### config.mk
export PLATFORM = sky130hd
export DESIGN_NAME = writeback_stage
export DESIGN_NICKNAME = d
export VERILOG_FILES = /design/src/rtl/wb_pkg.sv /design/src/rtl/writeback_stage_load_align.sv /design/src/rtl/writeback_stage.sv
export SDC_FILE = /design/constraint.sdc
export NUM_CORES = 1
export LEC_CHECK = 0
export ABC_AREA = 1
export CAP_MARGIN = 10
export CORE_ASPECT_RATIO = 0.5
export CORE_MARGIN = 1.5
export CORE_UTILIZATION = 58
export DETAILED_ROUTE_END_ITERATION = 8
export DONT_BUFFER_PORTS = 1
export PLACE_DENSITY = 0.76
export SLEW_MARGIN = 15
export SYNTH_ARGS = -nofsm -noshare
export SYNTH_HDL_FRONTEND = slang
export SYNTH_HIERARCHICAL = 1
export SYNTH_SLANG_ARGS = --single-unit
### constraint.sdc
create_clock -name clk -period 1.25 [get_ports clk]
set_input_delay 0.125 -clock clk [delete_from_list [all_inputs] [get_ports clk]]
set_output_delay 0.125 -clock clk [all_outputs]
set_load 0.1 [all_outputs]
### src/rtl/wb_pkg.sv
`default_nettype none
// +----------------------------------------------------------------------------+
// | wb_pkg : source-select and load-size encodings for the writeback datapath  |
// | Revision: 1.0                                                              |
// +----------------------------------------------------------------------------+
package wb_pkg;

    localparam logic [1:0] SRC_RESULT = 2'd0;
    localparam logic [1:0] SRC_LOAD   = 2'd1;
    localparam logic [1:0] SRC_LINK   = 2'd2;
    localparam logic [1:0] SRC_RSVD   = 2'd3;

    localparam logic [1:0] SIZE_BYTE  = 2'd0;
    localparam logic [1:0] SIZE_HALF  = 2'd1;
    localparam logic [1:0] SIZE_WORD  = 2'd2;
    localparam logic [1:0] SIZE_DWORD = 2'd3;

endpackage : wb_pkg
`default_nettype wire

### src/rtl/writeback_stage_load_align.sv
`default_nettype none
// +----------------------------------------------------------------------------+
// | load_align : extracts and extends a sub-width load lane, flags bad access  |
// | Revision: 1.0                                                              |
// +----------------------------------------------------------------------------+
module load_align
    import wb_pkg::*;
#(
    parameter int DATA_W = 32,
    parameter int LANE_W = $clog2(DATA_W / 8)
) (
    input  logic [DATA_W-1:0] readData,
    input  logic [1:0]        memSize,
    input  logic              memSigned,
    input  logic [LANE_W-1:0] addrLow,
    output logic [DATA_W-1:0] alignedData,
    output logic              illegal
);

    logic [LANE_W-1:0] w_lane;
    logic [DATA_W-1:0] w_sh;

    // Wider accesses take the lane rounded down to their natural boundary.
    always_comb begin
        w_lane = '0;
        case (memSize)
            SIZE_BYTE: w_lane = addrLow;
            SIZE_HALF: w_lane = addrLow & ~LANE_W'(1);
            SIZE_WORD: w_lane = addrLow & ~LANE_W'(3);
            default:   w_lane = '0;
        endcase
    end

    assign w_sh = readData >> {w_lane, 3'b000};

    always_comb begin
        alignedData = '0;
        illegal     = 1'b0;
        case (memSize)
            SIZE_BYTE: begin
                if (memSigned) alignedData = DATA_W'($signed(w_sh[7:0]));
                else           alignedData = DATA_W'(w_sh[7:0]);
            end
            SIZE_HALF: begin
                illegal = addrLow[0];
                if (memSigned) alignedData = DATA_W'($signed(w_sh[15:0]));
                else           alignedData = DATA_W'(w_sh[15:0]);
            end
            SIZE_WORD: begin
                illegal = (addrLow[1:0] != 2'b00);
                if (memSigned) alignedData = DATA_W'($signed(w_sh[31:0]));
                else           alignedData = DATA_W'(w_sh[31:0]);
            end
            default: begin
                illegal     = (DATA_W != 64) || (addrLow != '0);
                alignedData = w_sh;
            end
        endcase
    end

endmodule : load_align
`default_nettype wire

### src/rtl/writeback_stage.sv
`default_nettype none
// +----------------------------------------------------------------------------+
// | writeback_stage : registered MEM/WB stage driving the register-file port   |
// | Revision: 1.0                                                              |
// +----------------------------------------------------------------------------+
module writeback_stage
    import wb_pkg::*;
#(
    parameter int DATA_W     = 32,
    parameter int REG_ADDR_W = 5,
    parameter int ZERO_REG   = 1
) (
    input  logic                      clk,
    input  logic                      rstN,
    input  logic                      inValid,
    output logic                      inReady,
    input  logic                      stall,
    input  logic                      flush,
    input  logic                      regWriteIn,
    input  logic [REG_ADDR_W-1:0]     destIn,
    input  logic [1:0]                srcSel,
    input  logic [1:0]                memSize,
    input  logic                      memSigned,
    input  logic [$clog2(DATA_W/8)-1:0] addrLow,
    input  logic [DATA_W-1:0]         result,
    input  logic [DATA_W-1:0]         readData,
    input  logic [DATA_W-1:0]         linkAddr,
    output logic                      wbValid,
    output logic                      regWrite,
    output logic [REG_ADDR_W-1:0]     writeReg,
    output logic [DATA_W-1:0]         writeData,
    output logic                      misalign,
    output logic [31:0]               retireCount
);

    localparam int LANE_W = $clog2(DATA_W / 8);

    logic [DATA_W-1:0]     w_aligned;
    logic                  w_load_illegal;
    logic [DATA_W-1:0]     w_data;
    logic                  w_legal;
    logic                  w_misalign;
    logic                  w_reg_write;

    logic                  r_wb_valid;
    logic                  r_reg_write;
    logic [REG_ADDR_W-1:0] r_write_reg;
    logic [DATA_W-1:0]     r_write_data;
    logic                  r_misalign;
    logic [31:0]           r_retire_count;

    load_align #(
        .DATA_W (DATA_W),
        .LANE_W (LANE_W)
    ) u_load_align (
        .readData    (readData),
        .memSize     (memSize),
        .memSigned   (memSigned),
        .addrLow     (addrLow),
        .alignedData (w_aligned),
        .illegal     (w_load_illegal)
    );

    // Illegal loads and the reserved source both write zero with the enable dropped.
    always_comb begin
        w_data     = '0;
        w_legal    = 1'b1;
        w_misalign = 1'b0;
        case (srcSel)
            SRC_RESULT: w_data = result;
            SRC_LOAD: begin
                if (w_load_illegal) begin
                    w_legal    = 1'b0;
                    w_misalign = 1'b1;
                end else begin
                    w_data = w_aligned;
                end
            end
            SRC_LINK:   w_data = linkAddr;
            default:    w_legal = 1'b0;
        endcase
    end

    assign w_reg_write = regWriteIn && w_legal && !((ZERO_REG != 0) && (destIn == '0));
    assign inReady     = !stall;

    always_ff @(posedge clk or negedge rstN) begin
        if (!rstN) begin
            r_wb_valid     <= 1'b0;
            r_reg_write    <= 1'b0;
            r_write_reg    <= '0;
            r_write_data   <= '0;
            r_misalign     <= 1'b0;
            r_retire_count <= '0;
        end else begin
            // One count per instruction leaving the stage, whether drained or squashed.
            if (r_wb_valid && (!stall || flush)) begin
                r_retire_count <= r_retire_count + 32'd1;
            end
            if (flush || (!stall && !inValid)) begin
                r_wb_valid  <= 1'b0;
                r_reg_write <= 1'b0;
                r_misalign  <= 1'b0;
            end else if (!stall) begin
                r_wb_valid   <= 1'b1;
                r_reg_write  <= w_reg_write;
                r_write_reg  <= destIn;
                r_write_data <= w_data;
                r_misalign   <= w_misalign;
            end
        end
    end

    assign wbValid     = r_wb_valid;
    assign regWrite    = r_reg_write;
    assign writeReg    = r_write_reg;
    assign writeData   = r_write_data;
    assign misalign    = r_misalign;
    assign retireCount = r_retire_count;

endmodule : writeback_stage
`default_nettype wire

==> summary.txt, run 1 <==
Status
  • Status: aborted with a tool error
  • Last step reached: global routing (5_1_grt)
  • Error: [ERROR GRT-0232] Routing congestion too high. Check the congestion heatmap in the GUI.

Synth
  • Area of the mapped netlist: 4930 um^2
  • Yosys warns: 6
  • Syn Inst Count: 671
  • Seq cells post-synth: 72
  • Syn nets: 786
  • Yosys cell types: 34
  • Async S/R FF share, synth: 100%
  • Post-synth top flop: dfrtp_1
  • Register area share after synthesis: 36.5%
  • EDFF count, synth: 0
  • Synth Area per Inst: 7.35 um^2

Clocking
  • Clk buf depth: 2
  • CTS Buf Count: 9
  • Clock sink count: 72
  • H-tree lvl count: 3
  • Root buf cell: clkbuf_16

Timing
  • WEP type: register data pin
  • Post-GRT worst EP: retireCount[12]$_DFFE_PN0P_/D

Place
  • Port bufs: 0
  • Placed wire-length estimate: 11100 um
  • GP Congestion: 0.948

Floorplan
  • Die Ht: 68.2 um
  • IO Pins: 187
  • Die Span X: 133 um
  • Cell row count: 23
  • Initial Util: 60.8%

Global route
  • Grt ovf: 47
  • Largest net degree at the start of global routing: 73
  • Antenna violations before repair: 5
  • Gr usage total: 77.1%
-- metrics by stage --
step	instances	setup TNS, ns	utilization, %	setup WS [ns]	area (um^2)
after CTS	925	-2.27	86.6	-0.131	7030
after global placement	891	-7.22	76.6	-0.263	6220
after floorplan	671	-8.60	-	-0.290	5220
after detailed placement	891	-9.79	76.6	-0.318	6220
-- per-layer routing --
layer | GRT overflow | GRT usage (%)
met1 | 1 | 73.2
met2 | 13 | 93.7
met3 | 1 | 63.5
met4 | 31 | 86.7
met5 | 1 | 43.3
-- kinds of logic after synthesis --
logic type	synth area share [%]
flip-flops	36.5
AO/OA/AOI/OAI	12.4
adder cells (fa/ha/maj)	0.254
multiplexers	1.02
buffers and inverters	9.19
XOR/XNOR	3.37
AND/OR/NAND/NOR	37.2
-- synth_stat cells (2+ instances only) --
cell type | n | area [um^2]
dfrtp_1 | 72 | 1800
nand3_2 | 17 | 170
buf_6 | 6 | 67.6
inv_1 | 60 | 225
xnor2_1 | 9 | 78.8
nand2_2 | 3 | 18.8
a21o_1 | 32 | 240
or2_2 | 4 | 25.0
nor2_2 | 10 | 62.6
clkbuf_1 | 10 | 37.5
o21ai_1 | 19 | 95.1
mux2i_1 | 5 | 50.1
a21oi_1 | 3 | 15.0
nand4_1 | 13 | 81.3
nand2_1 | 174 | 653
nor3_1 | 3 | 15.0
or2_1 | 6 | 37.5
o21ai_0 | 9 | 45.0
buf_4 | 2 | 15.0
o211ai_1 | 2 | 15.0
nor2_4 | 7 | 78.8
inv_2 | 6 | 22.5
nor2_1 | 32 | 120
xor2_1 | 10 | 87.6
a31oi_1 | 32 | 200
buf_2 | 15 | 75.1
nand3_1 | 103 | 515
-- repair_timing --
item	CTS
gates resized for setup	83
buffers inserted	12
pin swaps	16
endpoints found under the setup margin	42
hold buffers	7
hold endpoints to repair	80
==> inputs of run 2 (changes only) <==
--- a/config.mk
+++ b/config.mk
@@ -7,12 +7,11 @@
 export LEC_CHECK = 0
 export ABC_AREA = 1
 export CAP_MARGIN = 10
-export CORE_ASPECT_RATIO = 0.5
 export CORE_MARGIN = 1.5
-export CORE_UTILIZATION = 58
+export CORE_UTILIZATION = 40
 export DETAILED_ROUTE_END_ITERATION = 8
 export DONT_BUFFER_PORTS = 1
-export PLACE_DENSITY = 0.76
+export PLACE_DENSITY_LB_ADDON = 0.15
 export SLEW_MARGIN = 15
 export SYNTH_ARGS = -nofsm -noshare
 export SYNTH_HDL_FRONTEND = slang
==> constraint.sdc (replaced) <==
create_clock -name clk -period 1.62 [get_ports clk]
set_input_delay 0.162 -clock clk [delete_from_list [all_inputs] [get_ports clk]]
set_output_delay 0.162 -clock clk [all_outputs]
set_load 0.1 [all_outputs]
==> run 2 against run 1 <==
Against the previous run:
- the flow now finishes, with violations (hold timing)
- synthesized cell count unchanged
- area after synthesis unchanged
==> summary.txt, run 2 <==
Global route
  • Grt met3 use: 5.63%
  • Vias in the first global route: 4633
  • Met2 Usage GRT: 38.8%
  • Largest net degree at the start of global routing: 77
  • Grt ovf: 0
  • Gr usage total: 23.2%
  • Met1 Use GR: 29.7%
  • First-pass GRT wire length: 23500 um
  • Antenna violations before repair: 1
  • Layer with the highest usage: met2

Critical path
  • Flop2flop setup slack: 0.14 ns
  • CP Launch Type: flop
  • Worst setup startpoint: retireCount[0]
  • CP Max Fanout: 3
  • CP arrival: 1.70 ns
  • Critical Path End Type: flop
  • FF-to-FF End: retireCount[26]
  • Critical Path RT: 1.84 ns
  • Slowest stage delay, CP: 0.41 ns
  • Crit path cell chain: ha_1 > nand3_1 > nor2_4 > nand2_1 > nor2_4 > nand3_1 > nand2_1 > nand2_1
  • Reg2Reg Launch Point: retireCount[0]
  • Cells on worst reg2reg path: 8
  • Critical path destination: retireCount[26]
  • Crit path top cell by count: nand2_1
  • Slowest cell on the critical path: dfrtp_4
  • Setup CP Type: flop to flop

Timing
  • Rel. slew slack: 75.4%
  • Final Critical Period: 1.48 ns
  • Max Freq: 676 MHz
  • Minimum hold slack: -0.479 ns
  • TNS Setup: 0 ns
  • Fraction of the cycle the final worst path needs: 91.3%
  • Clock skew: 0.00597 ns
  • Final-report setup violation count: 0
  • Hold Vio Cnt, Final: 72
  • Worst Tran Pin Value: 0.368 ns
  • Slew Limit Fails: 0
  • RSZ-0062 raised after global routing: yes

Finish
  • FF/Latch Area: 1850 um^2
  • Multi-input logic area: 2700 um^2
  • Share of cells above drive strength 1: 25.8%
  • Fin cells: 900
  • # fillers: 1218
  • Most frequent cells in the layout: 174 x nand2_1, 102 x nand3_1, 90 x buf_4, 59 x inv_1, 42 x dfrtp_1
  • Most common cell after layout, fill and taps aside: nand2_1
  • Nets: 862
  • Synth-to-layout area growth: 23.9%

Detailed routing
  • Total Wirelength: 15000 um
  • Via count: 4842
  • Vias per Instance: 5.38
  • Pre-Repair DR Iteration Count: 4
  • DR iter-0 viols: 294
  • Routed wire per std cell: 16.7 um
  • Antenna Nets Post-Route: 0
  • Drt drc: 0

Clocking
  • Worst-Skew Late Latency: 0.33 ns
  • Clock sink count: 72
  • H-tree lvl count: 3
  • CTS Buf Count: 9
  • Clk buf depth: 2
  • Worst-path clk slew: 0.06 ns
  • Root buf cell: clkbuf_16
  • Setup Fix Bufs, Post-CTS: 0
  • TritonCTS clock tree: done
  • Hold_buf cts: 6

Floorplan
  • Die area: 13000 um^2
  • Die Span X: 114 um
  • Die Ht: 114 um
  • Core Area: 12000 um^2
  • Initial Util: 41.1%
  • IO Pins: 187
  • Cell row count: 40

Synth
  • Seq cells post-synth: 72
  • Most numerous cell in the Yosys netlist: nand2_1
  • Most instantiated cells after synthesis: 174 x nand2_1, 103 x nand3_1, 72 x dfrtp_1
  • EDFF count, synth: 0
  • Largest area contributor in the netlist: dfrtp_1
  • Register area share after synthesis: 36.5%
  • Post-synth top flop: dfrtp_1
  • Area of the mapped netlist: 4930 um^2
  • Synth Area per Inst: 7.35 um^2
  • Area share of the largest cell type after synthesis: 36.5%
  • Syn Inst Count: 671
  • Async S/R FF share, synth: 100%
  • Synth top area cells: dfrtp_1 37%, nand2_1 13%, nand3_1 10%
  • Yosys warns: 6
  • Yosys cell types: 34
  • Syn nets: 786

Flow run
  • Max-cap viol count: 0

Power
  • Leak: 3.09 nW
  • Cell Pwr Density: 1130 nW/um^2
  • Peak VDD IR: 0.451 mV

Min path
  • Worst hold-check path type: primary input to async pin

Place
  • Placed wire-length estimate: 11600 um
  • Port bufs: 0
  • Dpl cells: 877
  • GP Congestion: 0.951

Status
  • Failing checks: hold timing
  • Status: complete, but fails checks
-- run 2: cell counts after synthesis --
Identical to the previous run, type by type.
-- run 2: critical path: cells and delay by family, from the launching register on --
family	cells	cell delay, ns
AND/OR/NAND/NOR	7	0.79
adder cells (fa/ha/maj)	1	0.17
flip-flops	1	0.41
-- run 2: report_power, final --
part	internal [mW]	switching, mW	total (mW)
logic	0.575	2.00	2.57
clock network	1.39	0.751	2.14
registers	2.02	0.154	2.18
-- run 2: worst min path at each step --
stage,start,to,depth (start not counted)
after floorplan,rstN,misalign,0
after global placement,rstN,writeReg[0],0
after detailed placement,rstN,writeReg[1],0
after CTS,rstN,retireCount[3],0
after global routing,rstN,writeData[14],0
final,rstN,writeData[14],0
-- run 2: layout make-up --
class | count | area share [%]
inverter | 67 | 4.22
tap | 147 | 3.01
clock buffer | 11 | 3.97
clock inverter | 5 | 1.29
sequential | 72 | 30.3
timing repair buffer | 99 | 13.0
antenna | 1 | 0.0410
multi-input combinational | 498 | 44.2
-- run 2: routing by layer --
layer,up-vias,wire length (um)
met3,19,950
met1,2294,6480
met2,151,7270
li1,2378,-
met5,-,0
met4,0,291
-- run 2: cell families (layout without fill, tap and decap cells) --
family                     after synthesis  count (layout)  synth area share [%]
and+or+nand+nor                        376             376                  37.2
DFF                                     72              72                  36.5
AOI/OAI and AO/OA                       97              97                  12.4
buffers and inverters                  101             182                  9.19
muxes                                    5               5                  1.02
xor gates and xnor gates                19              19                  3.37
adders and majority gates                1               1                 0.254
other                                    0               1                     0
-- run 2: repair_timing --
| item | CTS | global route |
|---|---|---|
| endpoints found under the hold margin | 79 | 72 |
| resized for setup | 0 | 5 |
| endpoints found under the setup margin | 0 | 7 |
-- run 2: metrics by stage --
stage	cell area (um^2)	setup slack [ns]	power (mW)	hold slack (ns)	util (%)
5_1_grt	6110	-0.00409	7.14	-0.490	50.9
4_1_cts	6090	0.0993	6.96	-0.488	50.7
6_report	6110	0.141	6.89	-0.479	50.9
3_5_place_dp	5710	-0.0299	4.78	-0.131	47.5
3_3_place_gp	5710	0.000992	4.75	-0.131	47.5
2_1_floorplan	4980	0.00587	4.23	-0.134	-
No activity file was read; power rests on OpenSTA's default activity.
==> inputs of run 3 (changes only) <==
--- a/config.mk
+++ b/config.mk
@@ -9,6 +9,7 @@
 export CAP_MARGIN = 10
 export CORE_MARGIN = 1.5
 export CORE_UTILIZATION = 40
+export CTS_CLUSTER_DIAMETER = 60
 export DETAILED_ROUTE_END_ITERATION = 8
 export DONT_BUFFER_PORTS = 1
 export PLACE_DENSITY_LB_ADDON = 0.15
==> results of run 3 <==
Same layout as run 2: the final DEF is identical, and so are final timing and power.
==> inputs of run 4 (changes only) <==
--- a/config.mk
+++ b/config.mk
@@ -7,9 +7,12 @@
 export LEC_CHECK = 0
 export ABC_AREA = 1
 export CAP_MARGIN = 10
+export CELL_PAD_IN_SITES_DETAIL_PLACEMENT = 1
+export CELL_PAD_IN_SITES_GLOBAL_PLACEMENT = 1
 export CORE_MARGIN = 1.5
 export CORE_UTILIZATION = 40
 export CTS_CLUSTER_DIAMETER = 60
+export CTS_CLUSTER_SIZE = 10
 export DETAILED_ROUTE_END_ITERATION = 8
 export DONT_BUFFER_PORTS = 1
 export PLACE_DENSITY_LB_ADDON = 0.15
==> run 4 against run 3 <==
Against the previous run:
- the run still ends with hold timing left
- die area did not move
- clock-buffer cell count up 1
- sequential share of layout area shrank 0.19 points
- wire length grew 14%
- clock power fell by 2%
- largest cell class unchanged
- largest power group unchanged
==> summary.txt, run 4 (synthesis results as in run 2) <==
Status
  • Status: complete, but fails checks
  • Failing checks: hold timing

Critical path
  • Setup CP Type: flop to flop
  • Critical Path RT: 1.83 ns
  • CP Max Fanout: 4
  • Critical Path End Type: flop
  • Reg2Reg Launch Point: retireCount[0]
  • CP Launch Type: flop
  • CP arrival: 1.73 ns
  • Worst setup startpoint: retireCount[0]

Global route
  • Vias in the first global route: 5311
  • Grt ovf: 0
  • Largest net degree at the start of global routing: 73
  • Antenna violations before repair: 0
  • First-pass GRT wire length: 27500 um
  • Gr usage total: 27.2%

Clocking
  • H-tree lvl count: 3
  • Root buf cell: clkbuf_16
  • TritonCTS clock tree: done
  • Clock sink count: 72
  • Clk buf depth: 2
  • CTS Buf Count: 9
  • Worst-path clk slew: 0.06 ns
  • Worst-Skew Late Latency: 0.34 ns
  • Hold_buf cts: 6

Finish
  • # diodes: 0
  • Synth-to-layout area growth: 24.7%
  • Fin cells: 904
  • # fillers: 1507
  • Fin area: 6150 um^2
  • Share of cells above drive strength 1: 26.6%
  • Nets: 867
  • Most common cell after layout, fill and taps aside: nand2_1
  • Most frequent cells in the layout: 172 x nand2_1, 102 x nand3_1, 94 x buf_4, 59 x inv_1, 42 x dfrtp_1

Timing
  • Hold Vio Cnt, Final: 72
  • Max Freq: 658 MHz
  • RSZ-0062 raised after global routing: no
  • Worst Tran Pin Value: 0.482 ns
  • Final Critical Period: 1.52 ns
  • Slew Limit Fails: 0
  • Fraction of the cycle the final worst path needs: 93.8%
  • Final-report setup violation count: 0
  • Clock skew: 0.00460 ns
  • Rel. slew slack: 67.8%
  • Minimum hold slack: -0.489 ns

Power
  • Leak: 3.10 nW
  • Peak VDD IR: 0.460 mV
  • Overall power: 6.88 mW
  • Cell Pwr Density: 1120 nW/um^2

Floorplan
  • Die Ht: 114 um
  • Die area: 13000 um^2
  • Core Area: 12000 um^2
  • Die Span X: 114 um
  • IO Pins: 187
  • Cell row count: 40
  • Initial Util: 41.1%

Detailed routing
  • Total Wirelength: 17000 um
  • Drt drc: 0
  • Via count: 4936
  • DR iter-0 viols: 369
  • Antenna Nets Post-Route: 0
  • Vias per Instance: 5.46
  • Pre-Repair DR Iteration Count: 4
  • Routed wire per std cell: 18.9 um

Place
  • GP Congestion: 0.945
  • Port bufs: 0
  • Placed cell area: 5750 um^2
  • Placed wire-length estimate: 13200 um
  • Dpl cells: 881

Min path
  • Worst hold-check path type: primary input to async pin

Flow run
  • Max-cap viol count: 0
run 4: area by class of cell:
| type | count | area (um^2) | share of cell area [%] |
|---|---|---|---|
| multi-input cells | 498 | 2700 | 44.0 |
| clock buffers | 12 | 256 | 4.17 |
| inverters | 67 | 258 | 4.19 |
| clock inverters | 4 | 51.3 | 0.834 |
| flip-flops and latches | 72 | 1850 | 30.1 |
| repair buffers | 104 | 846 | 13.8 |
| well taps | 147 | 184 | 2.99 |
run 4: critical path, cell delays in order, from the launching register on:
cell and delay, ns:
dfrtp_4 0.42, inv_1 0.07, nor2_2 0.20, nand3_1 0.20, nor2_1 0.25, nand2_1 0.11, xnor2_1 0.14
run 4: what timing repair did:
| item | in CTS | in global routing |
|---|---|---|
| endpoints found under the setup margin | 0 | 9 |
| buffers inserted | 0 | 1 |
| resized for setup | 0 | 7 |
| endpoints found under the hold margin | 79 | 72 |
run 4: worst paths after layout:
check,end,cells past startpoint,slack [ns]
max,retireCount[21],6,0.10
min,retireCount[2],0,-0.49
max reg2reg,retireCount[21],6,0.10
min reg2reg,writeData[17],1,0.48
max in group asynchronous,retireCount[0],0,1.95
min in group clk,writeReg[3],2,0.02
run 4: metal layers:
layer	wire, um	track usage (%)	vias to the layer above
li1	-	-	2386
met1	6830	31.8	2370
met2	8720	48.2	147
met3	1030	5.69	33
met4	455	11.6	0
met5	0	0	-
run 4: power by group:
group | switching [mW] | total (mW) | internal (mW) | leakage, nW
sequential | 0.149 | 2.17 | 2.02 | 0.885
combinational | 2.05 | 2.62 | 0.570 | 2.07
clock | 0.806 | 2.09 | 1.28 | 0.149
total | 3.00 | 6.88 | 3.87 | 3.10
run 4: per-stage QoR:
| stage | setup slack, ns | setup TNS (ns) | util, % | hold WS [ns] |
|---|---|---|---|---|
| floorplan | 0.00587 | 0 | - | -0.134 |
| global placement | 0.0125 | 0 | 47.9 | -0.131 |
| detailed placement | -0.0599 | -0.0694 | 47.9 | -0.132 |
| CTS | 0.0111 | 0 | 50.9 | -0.497 |
| global route | 0.00173 | 0 | 51.2 | -0.508 |
| finish | 0.101 | 0 | 51.2 | -0.489 |
